## config.mk

```make
export PLATFORM = sky130hd
export DESIGN_NAME = tpu_job_scheduler
export DESIGN_NICKNAME = d
export VERILOG_FILES = /design/src/rtl/tpu_sched_pkg.sv /design/src/rtl/tpu_rr_arbiter.sv /design/src/rtl/tpu_job_scheduler.sv
export SDC_FILE = /design/constraint.sdc
export NUM_CORES = 1
export LEC_CHECK = 0
export CORE_AREA = 2 2 79 81
export CTS_CLUSTER_SIZE = 30
export DETAILED_ROUTE_END_ITERATION = 10
export DIE_AREA = 0 0 81 83
export PLACE_DENSITY = 0.81
export RECOVER_POWER = 25
export SLEW_MARGIN = 20
export SYNTH_ARGS = -nofsm -noshare
export SYNTH_HDL_FRONTEND = slang
export SYNTH_HIERARCHICAL = 1
export SYNTH_SLANG_ARGS = --single-unit
```

## constraint.sdc

```tcl
create_clock -name clk -period 5.61 [get_ports clk]
set_clock_uncertainty 0.05 [all_clocks]
set_input_delay 0.561 -clock clk [delete_from_list [all_inputs] [get_ports clk]]
set_output_delay 0.561 -clock clk [all_outputs]
set_load 0.005 [all_outputs]
```

## src/rtl/tpu_sched_pkg.sv

```systemverilog
// Shared types and constants for the TPU job scheduler.
package tpu_sched_pkg;

  typedef enum logic [2:0] {
    ST_IDLE     = 3'd0,
    ST_START    = 3'd1,
    ST_RUN      = 3'd2,
    ST_ABORT    = 3'd3,
    ST_COMPLETE = 3'd4,
    ST_DRAIN    = 3'd5
  } state_e;

  localparam logic STATUS_OK      = 1'b0;
  localparam logic STATUS_TIMEOUT = 1'b1;

endpackage

```

## src/rtl/tpu_rr_arbiter.sv

```systemverilog
// Combinational round-robin arbiter: first set request at or above rr_ptr, wrapping.
module tpu_rr_arbiter #(
  parameter int unsigned NUM_REQ = 4
) (
  input  logic [NUM_REQ-1:0]         req,
  input  logic [$clog2(NUM_REQ)-1:0] rr_ptr,
  output logic [NUM_REQ-1:0]         grant,
  output logic [$clog2(NUM_REQ)-1:0] grant_idx
);

  localparam int unsigned IDX_W = $clog2(NUM_REQ);

  int unsigned j;
  logic        found;

  always_comb begin
    grant     = '0;
    grant_idx = '0;
    found     = 1'b0;
    j         = 0;
    for (int unsigned i = 0; i < NUM_REQ; i++) begin
      j = 32'(rr_ptr) + i;
      if (j >= NUM_REQ) j = j - NUM_REQ;
      if (!found && req[IDX_W'(j)]) begin
        found                 = 1'b1;
        grant[IDX_W'(j)]      = 1'b1;
        grant_idx             = IDX_W'(j);
      end
    end
  end

endmodule

```

## src/rtl/tpu_job_scheduler.sv

```systemverilog
// Round-robin job scheduler for a shared TPU datapath with watchdog abort
// and per-requester completion reporting.
module tpu_job_scheduler
  import tpu_sched_pkg::*;
#(
  parameter int unsigned NUM_REQ        = 4,
  parameter int unsigned TAG_WIDTH      = 4,
  parameter int unsigned TIMEOUT_CYCLES = 1024,
  parameter int unsigned ABORT_CYCLES   = 2
) (
  input  logic                           clk,
  input  logic                           rst,
  input  logic [NUM_REQ-1:0]             req_valid,
  input  logic [NUM_REQ*TAG_WIDTH-1:0]   req_tag,
  output logic [NUM_REQ-1:0]             req_ready,
  output logic                           tpu_start,
  input  logic                           tpu_done,
  output logic                           tpu_abort,
  output logic [NUM_REQ-1:0]             cmp_valid,
  output logic [TAG_WIDTH-1:0]           cmp_tag,
  output logic                           cmp_timeout,
  output logic                           busy,
  output logic                           spurious_done,
  output logic [15:0]                    job_count
);

  localparam int unsigned IDX_W = $clog2(NUM_REQ);
  localparam int unsigned WD_W  = $clog2(TIMEOUT_CYCLES);
  localparam int unsigned AB_W  = $clog2(ABORT_CYCLES + 1);

  state_e               state, state_nxt;
  logic [IDX_W-1:0]     rr_ptr, win_q, grant_idx;
  logic [NUM_REQ-1:0]   grant;
  logic [TAG_WIDTH-1:0] tag_q, tag_sel;
  logic                 status_q;
  logic [WD_W-1:0]      wd;
  logic [AB_W-1:0]      ab_cnt;
  logic                 wd_expired, ab_last;

  tpu_rr_arbiter #(.NUM_REQ(NUM_REQ)) u_arb (
    .req       (req_valid),
    .rr_ptr    (rr_ptr),
    .grant     (grant),
    .grant_idx (grant_idx)
  );

  assign wd_expired = (wd == WD_W'(TIMEOUT_CYCLES - 1));
  assign ab_last    = (ab_cnt == AB_W'(ABORT_CYCLES - 1));

  // Tag of the current arbitration winner
  always_comb begin
    tag_sel = '0;
    for (int unsigned i = 0; i < NUM_REQ; i++) begin
      if (grant_idx == IDX_W'(i)) tag_sel = req_tag[i*TAG_WIDTH +: TAG_WIDTH];
    end
  end

  always_ff @(posedge clk or posedge rst) begin
    if (rst) state <= ST_IDLE;
    else     state <= state_nxt;
  end

  always_comb begin
    state_nxt = state;
    case (state)
      ST_IDLE:     if (|req_valid) state_nxt = ST_START;
      ST_START:    state_nxt = ST_RUN;
      ST_RUN: begin
        // done wins over a coincident timeout
        if (tpu_done)        state_nxt = ST_COMPLETE;
        else if (wd_expired) state_nxt = ST_ABORT;
      end
      ST_ABORT:    if (ab_last) state_nxt = ST_COMPLETE;
      ST_COMPLETE: state_nxt = tpu_done ? ST_DRAIN : ST_IDLE;
      ST_DRAIN:    if (!tpu_done) state_nxt = ST_IDLE;
      default:     state_nxt = ST_IDLE;
    endcase
  end

  // Outputs decoded from state; req_ready is the only input-dependent one
  always_comb begin
    req_ready   = '0;
    tpu_start   = 1'b0;
    tpu_abort   = 1'b0;
    cmp_valid   = '0;
    cmp_tag     = '0;
    cmp_timeout = 1'b0;
    busy        = 1'b1;
    case (state)
      ST_IDLE: begin
        busy = 1'b0;
        if (!rst) req_ready = grant;
      end
      ST_START: tpu_start = 1'b1;
      ST_ABORT: tpu_abort = 1'b1;
      ST_COMPLETE: begin
        cmp_valid   = NUM_REQ'(1) << win_q;
        cmp_tag     = tag_q;
        cmp_timeout = status_q;
      end
      default: ;
    endcase
  end

  always_ff @(posedge clk or posedge rst) begin
    if (rst) begin
      rr_ptr        <= '0;
      win_q         <= '0;
      tag_q         <= '0;
      status_q      <= STATUS_OK;
      wd            <= '0;
      ab_cnt        <= '0;
      job_count     <= '0;
      spurious_done <= 1'b0;
    end else begin
      case (state)
        ST_IDLE: begin
          if (|req_valid) begin
            win_q <= grant_idx;
            tag_q <= tag_sel;
          end
        end
        ST_START: wd <= '0;
        ST_RUN: begin
          wd       <= wd + WD_W'(1);
          ab_cnt   <= '0;
          status_q <= tpu_done ? STATUS_OK : STATUS_TIMEOUT;
        end
        ST_ABORT: ab_cnt <= ab_cnt + AB_W'(1);
        ST_COMPLETE: begin
          rr_ptr    <= (win_q == IDX_W'(NUM_REQ - 1)) ? '0 : win_q + IDX_W'(1);
          job_count <= job_count + 16'd1;
        end
        default: ;
      endcase
      if ((state == ST_IDLE || state == ST_START) && tpu_done) spurious_done <= 1'b1;
    end
  end

endmodule

```

======== After elaboration in Yosys (flattened, before gate mapping) ========
Index checks and enable logic that the tools add are counted.
cells by class
  add/subtract/negate cells ............... 11
  shift-type cells ........................ 1
  muxes and demuxes ....................... 54
  bitwise gates (word level) .............. 3
  magnitude comparators ................... 12
  reduce and logical (&&, ||, !) cells .... 19
  equality and inequality tests ........... 15
operators with widths
  operator                 number
  $mux W4                  12
  $pmux W10 S2             1
  $mux W2                  9
  $mux W3                  6
  $pmux W3 S6              1
  $add A16 B1 Y16 const B  1
  $mux W1                  16
  $lt A2 B3 Y1 const B     4
  $or A4 B4 Y4             3
  $add A10 B1 Y10 const B  1
  $eq A10 B10 Y1 const B   1
  $ge A3 B3 Y1 const B     3
  $bmux W1 S2              4
  $demux W1 S2             4
  $ge A2 B1 Y1 const B     4
  $logic_and A1 B1 Y1      8
  $sub A2 B1 Y2 const B    4
  $add A2 B2 Y3 const B    2
  $eq A2 B2 Y1 const B     3
  $eq A3 B2 Y1 const B     2
  $eq A3 B3 Y1 const B     2
  $ne A2 B2 Y1 const B     3
  $add A2 B1 Y2 const B    2
  $eq A2 B1 Y1 const B     2
  other kinds (14)         17
word-level totals
  register bits after elaboration ......... 41
  output and inout bits ................... 33
  word-level logic and storage cells ...... 124

======== Logic depth before layout (Yosys ltp) ========
  word-level depth ........................ 19
  depth in mapped cells ................... 10
  mapped depth without buffers ............ 8

======== Modules after synthesis ========
The synthesis kept the hierarchy.
by module, submodules not included
  module             cells each  area each (um2)  times used
  tpu_job_scheduler  202         2129.5           1
  tpu_rr_arbiter     48          439.2            1

======== Least setup slack after synthesis ========
Ideal clock, no wire load.
  kind .................................... reg2reg
  start point ............................. reg rr_ptr[0]
  end point ............................... reg tag_q[0]
  period minus slack after synthesis ...... 2.983 ns
  data arrival time ....................... 2.808 ns
  stages on the path, launching flop included .. 11
  path buffers ............................ 2
  setup time .............................. 0.125 ns
  setup slack ............................. 2.627 ns
  path through ............................ dfrtp_1 -> buf_6 -> inv_1 -> ha_1 -> mux4_2 -> nor2b_4 -> o21ai_1 -> o31ai_1 -> clkbuf_1 -> mux4_2 -> mux2_2
between the ends
  cells in the longest elaborated chain, start to end .. 19
  elaborated cells on any way between the ends .. 44
  classes of those cells .................. add/sub (7); order compare (4); eq/ne (3); mux (23); reduce/logical (7)
RTL lines
  element                                                 RTL line                  text
  from (decl)                                             tpu_job_scheduler.sv:32   logic [IDX_W-1:0] rr_ptr, win_q, grant_idx;
  from (signal assigned)                                  tpu_job_scheduler.sv:131  rr_ptr <= (win_q == IDX_W'(NUM_REQ - 1)) ? '0 : win_q + IDX_W'(1);
  branches (longest 13 deep; another with $add A2 B1 Y3)  --
  $mux W2 (*)                                             tpu_rr_arbiter.sv:24      if (!found && req[IDX_W'(j)]) begin
  net grant_idx[0]                                        tpu_job_scheduler.sv:32
  $logic_not A2 Y1                                        tpu_job_scheduler.sv:54   if (grant_idx == IDX_W'(i)) tag_sel = req_tag[i*TAG_WIDTH +: TAG_WIDTH];
  $mux W4 (3 in a row)                                    tpu_job_scheduler.sv:54
  $mux W4 (*)                                             tpu_job_scheduler.sv:54
  to (signal assigned)                                    tpu_job_scheduler.sv:120  tag_q <= tag_sel;
  to (decl)                                               tpu_job_scheduler.sv:34   logic [TAG_WIDTH-1:0] tag_q, tag_sel;
Mark *: on every way through the listed nets, which the timed path passes. The select of a mux whose other input is x is not followed.
A chain may end at the register's enable or synchronous reset.

======== Final worst setup path ========
  start point ............................. reg rr_ptr[0]
  end point ............................... out req_ready[2]
between the ends
  cells in the longest elaborated chain, start to end .. 16
  elaborated cells on any way between the ends .. 61
  classes of those cells .................. add/sub (7); order compare (12); mux (29); bitwise (3); reduce/logical (10)
RTL lines
  element                                                 RTL line                 text
  branches (longest 13 deep; another with $add A2 B1 Y3)  --
  $mux W4 (*)                                             tpu_rr_arbiter.sv:24
  net grant[2]                                            tpu_job_scheduler.sv:33  logic [NUM_REQ-1:0] grant;
  $mux W4 (*)                                             tpu_job_scheduler.sv:92  if (!rst) req_ready = grant;
  $mux W4 (*)                                             tpu_job_scheduler.sv:89  case (state)
  to (decl)                                               tpu_job_scheduler.sv:15  output logic [NUM_REQ-1:0] req_ready,
Marked as above.

==> results.sh <==
export IMPL_hpwl_um=4050
export IMPL_critical_path_depth=8
export IMPL_routed_wl_met3_um=340
export IMPL_grt_remaining_overflow=0
export IMPL_synth_top_family_by_area="simple AND/OR/NAND/NOR gates"
export IMPL_syn_instance_count=250
export IMPL_met2_wirelength_um=2700
export IMPL_nNetsFinal=338
export IMPL_routedLengthMet1_um=2550
export IMPL_synth_seq_cells=41
export IMPL_max_freq_mhz=263
export IMPL_rows=28
export IMPL_violations_in_the_final_reports="capacitance limit, slew limit"
export IMPL_cp_data_arrival_time_ns=3.19
export IMPL_die_width_um=81
export IMPL_worst_endpoint_required_ns=5.00
export IMPL_critPathCaptureType="output pin"
export IMPL_post_route_util_pct=56.3
export IMPL_cts_root_buf="sky130_fd_sc_hd__clkbuf_8"
export IMPL_finalSetupTns_ns=0
export IMPL_worst_path_max_delay_cell="sky130_fd_sc_hd__dfrtp_1"
export IMPL_hold_class="register to register"
export IMPL_antenna_violating_nets_post_route=0
export IMPL_routability_congestion_estimate=0.799
export IMPL_cts_post_setup_buffers_inserted=0
export IMPL_synthMuxAreaShare_pct=10.4
export IMPL_setup_viol=0
export IMPL_cts_resized_gates=0
export IMPL_cts_buffers_inserted=5
export IMPL_min_period_over_period_pct=67.7
export IMPL_number_of_enable_flip_flop_cells_after_synthesis=0
export IMPL_largest_net_degree_at_the_start_of_global_routing=42
export IMPL_highest_fanout_seen_on_the_critical_path=13
export IMPL_status="complete, but fails checks"
export IMPL_via_count=2057
export IMPL_crit_end="req_ready[2]"
export IMPL_hold_viol_final=0
export IMPL_synth_cell_area_sq_um=2570
export IMPL_synth_simple_gate_area_share_pct=23.1
export IMPL_initial_utilization_pct=44.2
export IMPL_cts_hold_fix_buffers=0
export IMPL_number_of_antenna_violations_at_the_first_check_in_global_routing=0
export IMPL_clock_latency_of_the_later_clocked_register_in_the_worst_skew_pair_ns=0.29
export IMPL_cellPowerDensity_nw_per_um2=423
export IMPL_syn_to_final_growth_pct=27.5
export IMPL_yosys_warnings=6
export IMPL_critPathMaxStageDelay_ns=0.69
export IMPL_adder_cell_share_of_the_synthesized_area_pct=5.85
export IMPL_first_global_vias=2054
export IMPL_critPathBufInv=2
export IMPL_p_leak_nw=1.40
export IMPL_drt_first_iter_violations=110
export IMPL_die_area_sq_um=6720
export IMPL_total_nets_after_synthesis=285
export IMPL_max_cap_violations=1
export IMPL_place_port_buffers=55
export IMPL_worst_setup_path_startpoint="rr_ptr[0]"
export IMPL_cts_htree_levels=2
export IMPL_io_pins=56
export IMPL_pnr_worst_setup_slack_ns=1.81
export IMPL_clkSlewWorstSetupHoldPaths_ns=0.09
export IMPL_grt_setup_unrepaired="no"
export IMPL_syn_avg_cell_area_sq_um=10.3
export IMPL_synth_xor_xnor_area_share_pct=5.11
export IMPL_total_count_of_max_transition_violations_in_the_final_report=42
export IMPL_chipHeight_um=83
export IMPL_wl_per_cell_um=14.9
export IMPL_crit_path_cell_trace="inv_1, ha_1, mux4_2, nor2b_4, a221oi_1, o2bb2ai_1, and2_1, clkdlybuf4s50_1"
export IMPL_grt_pass1_wl_um=9320
export IMPL_yosys_cell_types_count=52
export IMPL_r2r_slack_ns=2.28
export IMPL_fraction_of_the_yosys_area_taken_by_sequential_cells_pct=39.9
export IMPL_core_region_area_sq_um=5820
export IMPL_total_power_mw=1.39
export IMPL_critPathTopFamily="flip-flops"
export IMPL_fin_crit_ns=3.80
export IMPL_synth_flop_cell="sky130_fd_sc_hd__dfrtp_1"
export IMPL_fraction_of_final_layout_cells_with_drive_strength_greater_than_1_pct=10.2
export IMPL_via_count_normalized_by_instance_count=5.43
export IMPL_critical_path_reg2reg_startpoint="rr_ptr[0]"
export IMPL_routed_top_layer="met4"
export IMPL_synth_compound_gate_area_share_pct=11.4
export IMPL_r2r_worst_path_cells=7
export IMPL_critical_path_class="register to output pin"
export IMPL_vdd_ir_drop_max_v=0.000215
export IMPL_globalRouteTotalUtil_pct=17.2
export IMPL_reg2reg_to="tag_q[2]"
export IMPL_max_clock_path_buffers=2
export IMPL_clock_sinks=41
export IMPL_synth_async_reset_ratio_pct=100
export IMPL_actual_transition_at_the_worst_max_transition_pin_ns=2.16
export IMPL_post_detailed_route_drc_marker_count=0
export IMPL_cp_start_kind="register"
export IMPL_diodes=0
export IMPL_max_slew_margin_rel_pct=-43.8
export IMPL_cts_tree="done"
export IMPL_drt_total_wl_um=5650
export IMPL_detail_route_first_pass_iterations=4
export IMPL_dp_slack_ns=1.86
## synth_stat cells, drive strengths merged, types with 2 or more instances
cell | count | share of area, %
nor2b | 6 | 1.8
ha | 12 | 5.8
dfrtp | 41 | 40
nand3 | 13 | 2.5
xor2 | 7 | 2.4
o21ai | 17 | 3.3
a221oi | 5 | 1.9
xnor2 | 8 | 2.7
mux2i | 2 | 0.78
nand2b | 2 | 0.78
inv | 10 | 1.5
nand4 | 6 | 1.5
mux2 | 6 | 2.6
mux4 | 8 | 7.0
nor4 | 2 | 1.1
nor3 | 4 | 1.2
clkbuf | 6 | 0.88
or3b | 2 | 0.68
nand2 | 26 | 3.8
o2bb2ai | 5 | 1.7
nand3b | 3 | 0.88
and3 | 5 | 1.2
nor2 | 14 | 2.3
o31ai | 4 | 1.2
buf | 5 | 1.8
and4 | 2 | 0.68
nor3b | 2 | 0.78
and2 | 14 | 3.4
o211ai | 2 | 0.58
## stage by stage
| step | cell area [sq um] | cells | hold WS, ns |
|---|---|---|---|
| floorplan | 2570 | 250 | 0.387 |
| global placement | 3160 | 371 | 0.394 |
| detailed placement | 3160 | 371 | 0.399 |
| CTS | 3270 | 379 | 0.423 |
| global route | 3280 | 379 | 0.440 |
| finish | 3280 | 379 | 0.413 |
## layer usage
metal / vias to the layer above / track usage, %
met5: - / 0
met1: 976 / 22.2
met2: 67 / 29.2
li1: 1008 / -
met3: 6 / 3.70
met4: 0 / 4.16
## registers in the layout, indices dropped and copies added, names as in the netlist
register       flops
status_q           1
state              3
wd                10
win_q              2
tag_q              4
job_count         16
rr_ptr             2
spurious_done      1
ab_cnt             2
## report_power, final
part / switching [mW] / internal, mW / total [mW]
Clock: 0.110 / 0.133 / 0.243
Combinational: 0.336 / 0.356 / 0.692
Sequential: 0.0878 / 0.362 / 0.449
Total: 0.534 / 0.851 / 1.39
## cells by family after synthesis
| kind of cell | Yosys count |
|---|---|
| fa+ha+maj | 12 |
| flops | 41 |
| mux | 16 |
| xor+xnor | 15 |
| simple gates | 103 |
| compound gates | 42 |
| buf+inv | 21 |
## layout make-up
class	instances	area [sq um]
repair buffers	57	562
clock buffers	5	68.8
well taps	75	93.8
inverters	10	37.5
clock inverters	3	46.3
fillers	523	2540
flip-flops and latches	41	1030
multi-input cells	188	1440
## worst min path at each step
stage                  startpoint  depth (start not counted)       endpoint  slack [ns]
floorplan                   wd[7]                          1          wd[7]        0.39
global placement    spurious_done                          1  spurious_done        0.39
detailed placement  spurious_done                          1  spurious_done        0.40
CTS                 spurious_done                          1  spurious_done        0.42
global route        spurious_done                          1  spurious_done        0.44
finish              spurious_done                          1  spurious_done        0.41
## cells in the final DEF, fill, tap and decap left out, types with 2 or more instances in the layout
cell	Yosys	layout
sky130_fd_sc_hd__and4_1	2	2
sky130_fd_sc_hd__mux4_2	8	8
sky130_fd_sc_hd__o211ai_1	2	2
sky130_fd_sc_hd__nand2_1	26	26
sky130_fd_sc_hd__nor2_1	13	13
sky130_fd_sc_hd__a221oi_1	4	4
sky130_fd_sc_hd__mux2_2	5	5
sky130_fd_sc_hd__inv_1	10	10
sky130_fd_sc_hd__and3_1	5	5
sky130_fd_sc_hd__nand4_1	6	6
sky130_fd_sc_hd__nand3b_1	3	3
sky130_fd_sc_hd__xnor2_1	8	8
sky130_fd_sc_hd__dfrtp_1	41	41
sky130_fd_sc_hd__and2_1	14	14
sky130_fd_sc_hd__nor3_1	3	3
sky130_fd_sc_hd__nand3_1	13	13
sky130_fd_sc_hd__dlygate4sd3_1	0	2
sky130_fd_sc_hd__o21ai_0	16	16
sky130_fd_sc_hd__o31ai_1	4	3
sky130_fd_sc_hd__ha_1	12	12
sky130_fd_sc_hd__xor2_1	7	7
sky130_fd_sc_hd__o2bb2ai_1	5	5
sky130_fd_sc_hd__clkdlybuf4s50_1	0	53
sky130_fd_sc_hd__mux2i_1	2	2
sky130_fd_sc_hd__clkbuf_8	0	5
sky130_fd_sc_hd__nor2b_1	5	5
Power figures use the tool's default switching activity.
